--- src/rtl/serial_subtractor.sv ---
// Bit-serial subtractor: diff = a - b - bin, one bit per clock LSB first, through a
// single full-subtractor cell with a registered borrow.
module serial_subtractor #(
  parameter int unsigned WIDTH = 8
) (
  input  logic             clk,
  input  logic             rst,
  input  logic             start,
  input  logic [WIDTH-1:0] a,
  input  logic [WIDTH-1:0] b,
  input  logic             bin,
  output logic             busy,
  output logic             done,
  output logic [WIDTH-1:0] diff,
  output logic             bout
);

  localparam int unsigned CntW = $clog2(WIDTH);

  typedef enum logic [1:0] {StIdle, StRun, StDone} state_e;

  state_e           state_q, state_d;
  logic [WIDTH-1:0] a_sr_q, a_sr_d;
  logic [WIDTH-1:0] b_sr_q, b_sr_d;
  // Holds the first WIDTH-1 result bits; the final bit is merged in on entry to StDone.
  logic [WIDTH-2:0] res_q, res_d;
  logic             br_q, br_d;
  logic [CntW-1:0]  cnt_q, cnt_d;
  logic [WIDTH-1:0] diff_q, diff_d;
  logic             bout_q, bout_d;

  logic             a0, b0, d_bit, br_next;
  logic [WIDTH-1:0] res_full;

  // Full-subtractor cell.
  always_comb begin
    a0       = a_sr_q[0];
    b0       = b_sr_q[0];
    d_bit    = a0 ^ b0 ^ br_q;
    br_next  = (~a0 & b0) | (~(a0 ^ b0) & br_q);
    res_full = {d_bit, res_q};
  end

  always_comb begin
    state_d = state_q;
    a_sr_d  = a_sr_q;
    b_sr_d  = b_sr_q;
    res_d   = res_q;
    br_d    = br_q;
    cnt_d   = cnt_q;
    diff_d  = diff_q;
    bout_d  = bout_q;

    unique case (state_q)
      StIdle, StDone: begin
        if (start) begin
          a_sr_d  = a;
          b_sr_d  = b;
          br_d    = bin;
          cnt_d   = '0;
          state_d = StRun;
        end else begin
          state_d = StIdle;
        end
      end
      StRun: begin
        a_sr_d = a_sr_q >> 1;
        b_sr_d = b_sr_q >> 1;
        res_d  = res_full[WIDTH-1:1];
        br_d   = br_next;
        if (cnt_q == CntW'(WIDTH - 1)) begin
          diff_d  = res_full;
          bout_d  = br_next;
          state_d = StDone;
        end else begin
          cnt_d = cnt_q + CntW'(1);
        end
      end
      default: state_d = StIdle;
    endcase
  end

  always_ff @(posedge clk) begin
    if (rst) begin
      state_q <= StIdle;
      a_sr_q  <= '0;
      b_sr_q  <= '0;
      res_q   <= '0;
      br_q    <= 1'b0;
      cnt_q   <= '0;
      diff_q  <= '0;
      bout_q  <= 1'b0;
    end else begin
      state_q <= state_d;
      a_sr_q  <= a_sr_d;
      b_sr_q  <= b_sr_d;
      res_q   <= res_d;
      br_q    <= br_d;
      cnt_q   <= cnt_d;
      diff_q  <= diff_d;
      bout_q  <= bout_d;
    end
  end

  assign busy = (state_q == StRun);
  assign done = (state_q == StDone);
  assign diff = diff_q;
  assign bout = bout_q;

endmodule

--- config.mk ---
export PLATFORM = sky130hd
export DESIGN_NAME = serial_subtractor
export DESIGN_NICKNAME = d
export VERILOG_FILES = /design/src/rtl/serial_subtractor.sv
export SDC_FILE = /design/constraint.sdc
export NUM_CORES = 1
export LEC_CHECK = 0
export ABC_CLOCK_PERIOD_IN_PS = 4400
export CAP_MARGIN = 5
export CORE_MARGIN = 3
export CORE_UTILIZATION = 50
export CTS_CLUSTER_SIZE = 10
export DETAILED_ROUTE_END_ITERATION = 8
export PLACE_DENSITY_LB_ADDON = 0.1
export SLEW_MARGIN = 10
export SYNTH_ARGS = -nofsm -noshare
export SYNTH_HDL_FRONTEND = slang
export SYNTH_SLANG_ARGS = --single-unit
--- constraint.sdc ---
create_clock -name clk -period 4.4 [get_ports clk]
set_clock_uncertainty 0.05 [all_clocks]
set_input_delay 1.1 -clock clk [delete_from_list [all_inputs] [get_ports clk]]
set_output_delay 1.1 -clock clk [all_outputs]
set_load 0.01 [all_outputs]
Word-level counts from Yosys, hierarchy flattened
Cells that the tools add are included.
- register bits: 38
- latch bits: 0
- RAM bits: 0
- memory bits (read-only): 0
- input bits: 20
- output and inout bits: 11
- word-level logic and storage cells: 40
- memories: 0
- add/subtract/negate cells: 1
- multipliers: 0
- div/mod/pow operators: 0
- order comparisons: 0
- equality and inequality tests: 6
- shifts and indexed selects: 0
- multiplexer cells: 12
- bitwise gates (word level): 7
- reductions and logical operators: 6
- operators with widths (operator ; number):
    case mux 8 bit (2 select lines) ; 2
    2-to-1 mux 8 bit ; 2
    2-to-1 mux 3 bit ; 2
    case mux 3 bit (2 select lines) ; 1
    inequality test 2 bit (second input constant) ; 2
    case mux 2 bit (2 select lines) ; 1
    AND reduction 2 bit ; 2
    adder 3 x 1 -> 3 bit (second input constant) ; 1
    == test 3 bit (second input constant) ; 1
    AND reduction 3 bit ; 1
    bitwise AND 1 bit ; 2
    == test 2 x 1 -> 1 bit (second input constant) ; 1
    == test 2 bit (second input constant) ; 1
    logical NOT 2 bit ; 1
    2-to-1 mux 1 bit ; 2
    2-to-1 mux 2 bit ; 1
    inequality test 2 x 1 -> 1 bit (second input constant) ; 1
    inverter 1 bit ; 2
    case mux 1 bit (2 select lines) ; 1
    nonzero test 2 bit ; 1
    OR reduction 2 bit ; 1
    bitwise XOR 1 bit ; 2
    OR 1 bit ; 1

Depth between registers and ports, before layout
Gate-level depths: netlist (run 1).
- word-level depth: 5
- gate-level depth with buffers: 5
- mapped depth without buffers: 5

Worst setup path after synthesis (run 1)
Ideal clock, no wire load.
- path kind: input -> register
- from: input start
- to: register a_sr_q[0]
- setup time: 88 ps
- data arrival time: 1781 ps
- data required time: 4262 ps
- slack: 2481 ps
- stages: 5
- buffers on the path: 2
- cell sequence: nor2b_1 buf_4 buf_4 nand2_1 a311oi_2
- longest elaborated chain between the ends: 2
- ends and longest elaborated chain (item ; line ; RTL):
    from (decl) ; 8 ; input logic start,
    inequality test 2 bit (no line) ; -- ;
    AND reduction 2 bit (no line) ; -- ;
    to (signal assigned) ; 95 ; a_sr_q <= a_sr_d;
    to (decl) ; 23 ; logic [WIDTH-1:0] a_sr_q, a_sr_d;
No other way between the ends.
A chain may end at the register's enable or synchronous reset.

Final worst setup path (run 1)
- from: register state_q[0]
- to: output busy
- longest elaborated chain between the ends: 1
- ends and longest elaborated chain (item ; line ; RTL):
    from (decl) ; 22 ; state_e state_q, state_d;
    from (signal assigned) ; 85 ; state_q <= StIdle;
    from (signal assigned) ; 94 ; state_q <= state_d;
    == test 2 x 1 -> 1 bit ; 105 ; assign busy = (state_q == StRun);
    to (decl) ; 12 ; output logic busy,
No other way between the ends.

==> impl_metrics.json, run 1 <==
{
  "dr.pass1.iters": 4,
  "r2r_slack_ns": 2.55,
  "tightest_slew_ns": 1.097,
  "cp-end-kind": "primary output",
  "place_congestion": 0.7959,
  "clkPwrFrac_pct": 29.3,
  "power_density_mw_per_mm2": 337.1,
  "path_max_fanout": 18,
  "die_w_um": 62.58,
  "vias": 1340,
  "leakage_nw": 0.6807,
  "worstPathCellList": "nand2b_1 > inv_2 > clkdlybuf4s50_1",
  "p_int_mw": 0.4804,
  "cts_tree": "built",
  "grt_overflow": 0,
  "synth_seq_area_share_pct": 47.54,
  "yosys_register_bits": 38,
  "hold_violations": 0,
  "syn_nets": 211,
  "rsz0062_at_grt": "no",
  "crit_path_start_kind": "register",
  "worstSkewPairLatency_ns": 0.34,
  "postCtsSetupBuffers": 0,
  "grt_pass1_vias": 1300,
  "ctsResizeCount": 0,
  "cts-root-buf": "clkbuf_4",
  "syn_inst": 188,
  "worstSetupPathType": "reg -> out",
  "synth_edf_count": 0,
  "drt.antenna.violating_nets": 0,
  "synthTopCellsByArea": "dfxtp_1 48%, nand2_1 13%, a311oi_2 9.4%",
  "viasPerCell": 5.234,
  "switching_share_pct": 26.95,
  "final-max-slew-violation-count": 0,
  "nNetsFinal": 236,
  "htree_levels": 2,
  "synthMostInstantiatedCell": "nand2_1",
  "grt_pass1_wl_mm": 5.623,
  "io_pins": 31,
  "yosys_most_used_dff": "dfxtp_1",
  "critPathArrivalTime_ns": 1.73,
  "setup_tns_ns": 0,
  "track_usage_pct": 17.51,
  "hold_class": "reg -> reg",
  "seq_power_share_pct": 56.5,
  "start_util_pct": 55.18,
  "nFillCells": 256,
  "layout-drive-gt1-share_pct": 9.813,
  "wl_per_cell_um": 12.40,
  "worstPathRequired_ns": 3.25,
  "path_clk_slew_ns": 0.11,
  "ys_types": 22,
  "area_growth_pct": 21.89,
  "route.detailed.drc": 0,
  "crit_path_top_delay_cell": "clkdlybuf4s50_1",
  "holdBufCountCts": 0,
  "synthTopCellsByCount": "54 x nand2_1, 38 x dfxtp_1, 23 x a21oi_1, 15 x nor2_1, 14 x nand3_1",
  "dieHeight_um": 62.58,
  "ir_drop_v": 0.0002271,
  "coreArea_mm2": 0.002900,
  "pwr-share-comb_pct": 14.2,
  "final_util_pct": 67.26,
  "ys_warn_count": 0,
  "finalCritPeriodShare_pct": 65.50,
  "cts_buffers": 5,
  "diodes": 0,
  "cts_num_sinks": 38,
  "synth_area_leader_cell": "dfxtp_1",
  "max_stage_delay_ns": 0.60,
  "netSwitchingPower_mw": 0.1772,
  "drv_cap": 0,
  "async_flop_share_pct": 0,
  "finalSetupViolations": 0,
  "yosysTopAreaCellShare_pct": 47.54,
  "die_area_mm2": 0.003916,
  "wirelength_mm": 3.174,
  "syn-cell-area_mm2": 0.001600,
  "syn_area_per_cell_um2": 8.512,
  "io_buffers": 30,
  "drt_iter0_markers": 130,
  "fmax_mhz": 347.0,
  "grt_max_degree": 40,
  "antenna_found_initial": 0,
  "fin_crit_ns": 2.882,
  "clk_path_buf_depth": 2,
  "outcome": "completed",
  "place_hpwl_mm": 2.089,
  "slew_headroom_pct": 26.72,
  "rows": 19
}
## per-stage QoR
stage	cell area [µm²]	power, mW	setup WS, ns	std cells	hold slack [ns]
4_1_cts	1951	0.6615	1.516	256	0.4128
3_5_place_dp	1887	0.4722	1.343	248	0.3972
2_1_floorplan	1600	0.4458	2.481	188	0.3866
5_1_grt	1951	0.6922	1.407	256	0.4404
3_3_place_gp	1887	0.4682	1.441	248	0.3927
6_report	1951	0.6576	1.518	256	0.4103
## power by group through the flow
| stage | sequential, mW | clock, mW | combinational (mW) |
|---|---|---|---|
| 2_1_floorplan | 0.377 | 0 | 0.0689 |
| 3_3_place_gp | 0.379 | 0 | 0.0893 |
| 3_5_place_dp | 0.379 | 0 | 0.0928 |
| 4_1_cts | 0.372 | 0.197 | 0.0933 |
| 5_1_grt | 0.375 | 0.214 | 0.103 |
| 6_report | 0.372 | 0.192 | 0.0935 |
## metal layers
layer / GRT usage, % / up-vias / wire (µm)
met5: 0 / - / 0
met4: 5.785 / 0 / 38
met3: 6.295 / 6 / 164
met2: 29.96 / 32 / 1461
met1: 20.20 / 611 / 1510
li1: - / 691 / -
## layout make-up
type                            instances  area, µm²  share of cell area, %
Clock buffer                            6      51.30                  2.630
Clock inverter                          2      12.51                 0.6414
Sequential cell                        38      760.7                  39.00
Tap cell                               42      52.55                  2.694
Multi-Input combinational cell        133      747.0                  38.29
Timing Repair Buffer                   32      315.3                  16.16
Inverter                                3      11.26                 0.5773
## final timing paths
kind | from | to | cells after the start
max | state_q[0] | busy | 3
min reg2reg | diff[3] | diff[3] | 2
max reg2reg | state_q[0] | a_sr_q[3] | 3
min | diff[3] | diff[3] | 2
## cells by family (layout without fill, tap and decap cells)
group | after synthesis | count (layout) | share of synthesized area [%]
compound gates | 39 | 39 | 19.86
fa+ha+maj | 3 | 3 | 2.814
buf+inv | 17 | 43 | 5.785
flops | 38 | 38 | 47.54
simple gates | 91 | 91 | 24.00
## cell usage in the layout, fill, tap and decap left out, drive strengths merged
| cell type | synthesis | final |
|---|---|---|
| nor3b | 1 | 1 |
| clkbuf | 3 | 6 |
| dfxtp | 38 | 38 |
| nand2b | 3 | 3 |
| inv | 3 | 3 |
| fa | 1 | 1 |
| nand3b | 1 | 1 |
| nand3 | 14 | 14 |
| nor2 | 15 | 15 |
| ha | 2 | 2 |
| a21oi | 23 | 23 |
| a2bb2oi | 1 | 1 |
| clkinvlp | 0 | 1 |
| clkinv | 0 | 1 |
| or3b | 1 | 1 |
| buf | 11 | 2 |
| clkdlybuf4s50 | 0 | 30 |
| nand2 | 54 | 54 |
| a311oi | 15 | 15 |
| nor2b | 2 | 2 |
## sequential cells by signal, indices dropped and copies added, names as in the netlist
signal,count
state_q,2
cnt_q,3
br_q,1
a_sr_q,8
b_sr_q,8
diff,8
bout,1
res_q,7
## worst max-delay path: cells and delay by family (launching register included)
kind          cells  cell delay, ns
flops             1            0.44
buf+inv           2            0.84
simple gates      1            0.11
Power figures use the tool's default switching activity.
==> inputs of run 2 (changes only) <==
--- a/config.mk
+++ b/config.mk
@@ -5,7 +5,7 @@
 export SDC_FILE = /design/constraint.sdc
 export NUM_CORES = 1
 export LEC_CHECK = 0
-export ABC_CLOCK_PERIOD_IN_PS = 4400
+export ABC_CLOCK_PERIOD_IN_PS = 3000
 export CAP_MARGIN = 5
 export CORE_MARGIN = 3
 export CORE_UTILIZATION = 50
==> constraint.sdc (replaced) <==
create_clock -name clk -period 3 [get_ports clk]
set_clock_uncertainty 0.05 [all_clocks]
set_input_delay 0.75 -clock clk [delete_from_list [all_inputs] [get_ports clk]]
set_output_delay 0.75 -clock clk [all_outputs]
set_load 0.01 [all_outputs]
==> run 2 against run 1 <==
Net effect: sequential share of layout area fell by 0.59 points; cell area rose by 1.5%; sequential power rose by 47%; final cell count rose by 0.78%; critical endpoint unchanged.
==> impl_metrics.json, run 2 (same netlist as run 1, synthesis figures left out) <==
{
  "crit_path_top_delay_cell": "clkdlybuf4s50_1",
  "viasPerCell": 5.225,
  "htree_levels": 2,
  "final_cell_mix": "54 x nand2_1, 38 x dfxtp_1, 30 x clkdlybuf4s50_1",
  "wirelength_mm": 3.334,
  "diodes": 0,
  "area_growth_pct": 23.77,
  "clk_path_buf_depth": 2,
  "grt-busiest-layer": "met2",
  "tightest_slew_ns": 0.7406,
  "startpoint": "state_q[0]",
  "power.total_mw": 1.012,
  "drt.antenna.violating_nets": 0,
  "path_clk_slew_ns": 0.11,
  "leakage_nw": 0.7009,
  "hold_class": "reg -> reg",
  "cts-root-buf": "clkbuf_4",
  "worstSkewPairLatency_ns": 0.35,
  "fmax_mhz": 395.8,
  "cts_buffers": 5,
  "finalCritPeriodShare_pct": 84.22,
  "place_hpwl_mm": 2.262,
  "start_util_pct": 55.18,
  "final-max-slew-violation-count": 0,
  "finalSetupViolations": 0,
  "grt_pass1_vias": 1299,
  "dr.pass1.iters": 4,
  "use_met1_pct": 21.60,
  "crit_path_start_kind": "register",
  "met3_usage_pct": 4.856,
  "r2r_slack_ns": 1.24,
  "dpl_cell_area_mm2": 0.001902,
  "critPathArrivalTime_ns": 1.73,
  "met2_usage_pct": 32.09,
  "final_cells": 258,
  "coreArea_mm2": 0.002900,
  "io_pins": 31,
  "power_density_mw_per_mm2": 511.1,
  "die_w_um": 62.58,
  "cts_num_sinks": 38,
  "cts_tree": "built",
  "layout_commonest_cell": "nand2_1",
  "nNetsFinal": 238,
  "grt_max_degree": 40,
  "track_usage_pct": 19.20,
  "vias": 1348,
  "setup_tns_ns": 0,
  "fin_crit_ns": 2.527,
  "rsz0062_at_grt": "no",
  "place_congestion": 0.7634,
  "rows": 19,
  "reg2reg_from": "cnt_q[0]",
  "wl_per_cell_um": 12.92,
  "seq_area_um2": 760.7,
  "drv_cap": 0,
  "worstPathRequired_ns": 2.20,
  "layout-drive-gt1-share_pct": 10.65,
  "grt_pass1_wl_mm": 5.865,
  "max_stage_delay_ns": 0.60,
  "antenna_found_initial": 0,
  "worstSetupPathType": "reg -> out",
  "drt_iter0_markers": 111,
  "ir_drop_v": 0.0003020,
  "nFillCells": 265,
  "holdBufCountCts": 0,
  "dieHeight_um": 62.58,
  "path_max_fanout": 18,
  "route.detailed.drc": 0,
  "hold_violations": 0,
  "cp-end-kind": "primary output",
  "placedCellCount": 250,
  "io_buffers": 30,
  "outcome": "completed",
  "worst_hold_startpoint": "diff[6]",
  "postCtsSetupBuffers": 0,
  "die_area_mm2": 0.003916,
  "ctsResizeCount": 0,
  "multi_input_area_um2": 747.0,
  "worstPathCellList": "nand2b_1 > inv_2 > clkdlybuf4s50_1",
  "final_area_mm2": 0.001981,
  "grt_overflow": 0,
  "whs_ns": 0.4110,
  "slew_headroom_pct": 50.62
}
==> run 2: cell types whose count changed in the layout (fill, tap and decap cells not counted), sizes merged <==
cell,before,now
clkinv,1,0
clkbuf,6,8
buf,2,4
clkinvlp,1,0
==> run 2: critical path, delay by kind of cell (launching register included) <==
kind          cells  cell delay [ns]
buf+inv           2             0.84
simple gates      1             0.11
flops             1             0.43
==> run 2: per-stage QoR <==
step | setup slack, ns | util, %
final | 0.4733 | 68.29
after global routing | 0.3289 | 68.29
after CTS | 0.4519 | 68.29
after detailed placement | 0.7153 | 65.57
after global placement | 0.7908 | 65.57
after floorplan | 1.431 | -
==> run 2: cell type report <==
| cell class | count | area share (%) |
|---|---|---|
| Multi-Input combinational cell | 133 | 37.71 |
| Timing Repair Buffer | 34 | 16.68 |
| Inverter | 3 | 0.5685 |
| Tap cell | 42 | 2.653 |
| Sequential cell | 38 | 38.41 |
| Clock buffer | 8 | 3.980 |
==> run 2: worst paths after layout <==
check / cells after the start / endpoint
worst min-delay path: 2 / diff[6]
worst max register to register: 5 / diff[7]
worst max-delay path: 3 / busy
worst min register to register: 2 / diff[6]
==> run 2: power by group <==
| part | internal, mW | switching (mW) |
|---|---|---|
| logic | 0.0638 | 0.0754 |
| registers | 0.530 | 0.0158 |
| clock network | 0.160 | 0.167 |
| total | 0.754 | 0.258 |
==> run 2: metal layers <==
metal  routed length (µm)  share of wire [%]  up-vias
li1                     -                  -      695
met1                 1489                 45      611
met2                 1599                 48       36
met3                  186                5.6        6
met4                   59                1.8        0
met5                    0                  0        -
==> inputs of run 3 (changes only) <==
--- a/config.mk
+++ b/config.mk
@@ -5,7 +5,7 @@
 export SDC_FILE = /design/constraint.sdc
 export NUM_CORES = 1
 export LEC_CHECK = 0
-export ABC_CLOCK_PERIOD_IN_PS = 3000
+export ABC_CLOCK_PERIOD_IN_PS = 2450
 export CAP_MARGIN = 5
 export CORE_MARGIN = 3
 export CORE_UTILIZATION = 50
==> constraint.sdc (replaced) <==
create_clock -name clk -period 2.45 [get_ports clk]
set_clock_uncertainty 0.05 [all_clocks]
set_input_delay 0.6125 -clock clk [delete_from_list [all_inputs] [get_ports clk]]
set_output_delay 0.6125 -clock clk [all_outputs]
set_load 0.01 [all_outputs]
==> run 3 against run 2 <==
Net effect: final cell count increased by 0.39%; sequential power increased by 22%; first-iteration DRC count decreased by 26%; flip-flop and latch count unchanged; largest power group unchanged.
==> impl_metrics.json, run 3 (same netlist as run 1, synthesis figures left out) <==
{
  "outcome": "completed",
  "setup_tns_ns": 0,
  "fin_crit_ns": 2.314,
  "grt_pass1_wl_mm": 5.865,
  "leakage_nw": 0.6961,
  "cts_buffers": 5,
  "finalSetupViolations": 0,
  "coreArea_mm2": 0.002900,
  "rsz0062_at_grt": "no",
  "dieHeight_um": 62.58,
  "track_usage_pct": 18.64,
  "layout_commonest_cell": "nand2_1",
  "worstPathRequired_ns": 1.79,
  "dpl_cell_area_mm2": 0.001909,
  "finalCritPeriodShare_pct": 94.46,
  "critPathArrivalTime_ns": 1.65,
  "nFillCells": 255,
  "whs_ns": 0.4090,
  "dr.pass1.iters": 5,
  "max_stage_delay_ns": 0.56,
  "place_hpwl_mm": 2.218,
  "io_buffers": 30,
  "cts_tree": "built",
  "multi_input_area_um2": 747.0,
  "tightest_slew_ns": 0.4477,
  "grt_pass1_vias": 1363,
  "worstPathCellList": "nand2b_1 > inv_4 > clkdlybuf4s50_1",
  "hold_class": "reg -> reg",
  "critPathTopFamily": "buffers and inverters",
  "drt.antenna.violating_nets": 0,
  "cts_num_sinks": 38,
  "ctsResizeCount": 0,
  "worstSetupPathType": "reg -> out",
  "place_congestion": 0.7604,
  "grt_max_degree": 40,
  "dp_slack_ns": 0.4663,
  "die_w_um": 62.58,
  "seq_area_um2": 760.7,
  "ir_drop_v": 0.0004364,
  "path_max_fanout": 18,
  "die_area_mm2": 0.003916,
  "setup_ws_ns": 0.1357,
  "nNetsFinal": 239,
  "area_growth_pct": 23.22,
  "rows": 19,
  "route.detailed.drc": 0,
  "antenna_found_initial": 0,
  "hold_violations": 0,
  "diodes": 0,
  "cp-end-kind": "primary output",
  "crit_path_top_delay_cell": "clkdlybuf4s50_1",
  "final-max-slew-violation-count": 0,
  "fmax_mhz": 432.1,
  "final_cell_mix": "54 x nand2_1, 38 x dfxtp_1, 30 x clkdlybuf4s50_1",
  "slew_headroom_pct": 70.15,
  "final_area_mm2": 0.001972,
  "postCtsSetupBuffers": 0,
  "htree_levels": 2,
  "clk_path_buf_depth": 2,
  "cts-root-buf": "clkbuf_4",
  "layout-drive-gt1-share_pct": 10.60,
  "io_pins": 31,
  "power_density_mw_per_mm2": 600.7,
  "wl_per_cell_um": 12.88,
  "grt_overflow": 0,
  "drv_cap": 0,
  "critPathBufInv": 2,
  "crit_path_start_kind": "register",
  "drt_iter0_markers": 82,
  "wirelength_mm": 3.335,
  "worstSkewPairLatency_ns": 0.35,
  "holdBufCountCts": 0,
  "viasPerCell": 5.344,
  "start_util_pct": 55.18,
  "vias": 1384,
  "final_util_pct": 67.99,
  "path_clk_slew_ns": 0.11
}
[run 3: power breakdown]
part / total [mW] / leakage [nW] / internal [mW] / switching (mW)
Clock: 0.342 / 0.0353 / 0.139 / 0.203
Sequential: 0.667 / 0.310 / 0.649 / 0.0183
Combinational: 0.175 / 0.351 / 0.0803 / 0.0948
[run 3: final timing paths]
check / slack [ns] / start / depth (start not counted) / end
setup reg to reg: 0.67 / cnt_q[0] / 5 / diff[7]
setup / recovery: 0.14 / state_q[0] / 3 / busy
hold reg to reg: 0.41 / diff[5] / 2 / diff[5]
hold / removal: 0.41 / diff[5] / 2 / diff[5]
[run 3: worst min-delay path: cells and delay by family (launching register included)]
kind | cells | cell delay [ns]
AND/OR/NAND/NOR | 1 | 0.05
AO/OA/AOI/OAI | 1 | 0.05
flip-flops | 1 | 0.32
[run 3: metrics by stage]
step / cells / power (mW)
after global routing: 259 / 1.248
after detailed placement: 251 / 0.8551
final: 259 / 1.184
after global placement: 251 / 0.8465
after CTS: 259 / 1.194
after floorplan: 188 / 0.8006
[run 3: cell type report]
class | instances | area share [%]
Clock buffer | 7 | 2.792
Clock inverter | 1 | 0.2538
Inverter | 3 | 0.6980
Multi-Input combinational cell | 133 | 37.88
Sequential cell | 38 | 38.58
Tap cell | 42 | 2.665
Timing Repair Buffer | 35 | 17.13
[run 3: routing by layer]
layer	GRT usage, %	wire length (µm)
met1	21.18	1496
met2	31.69	1545
met3	5.036	217
met4	9.917	76
met5	0	0
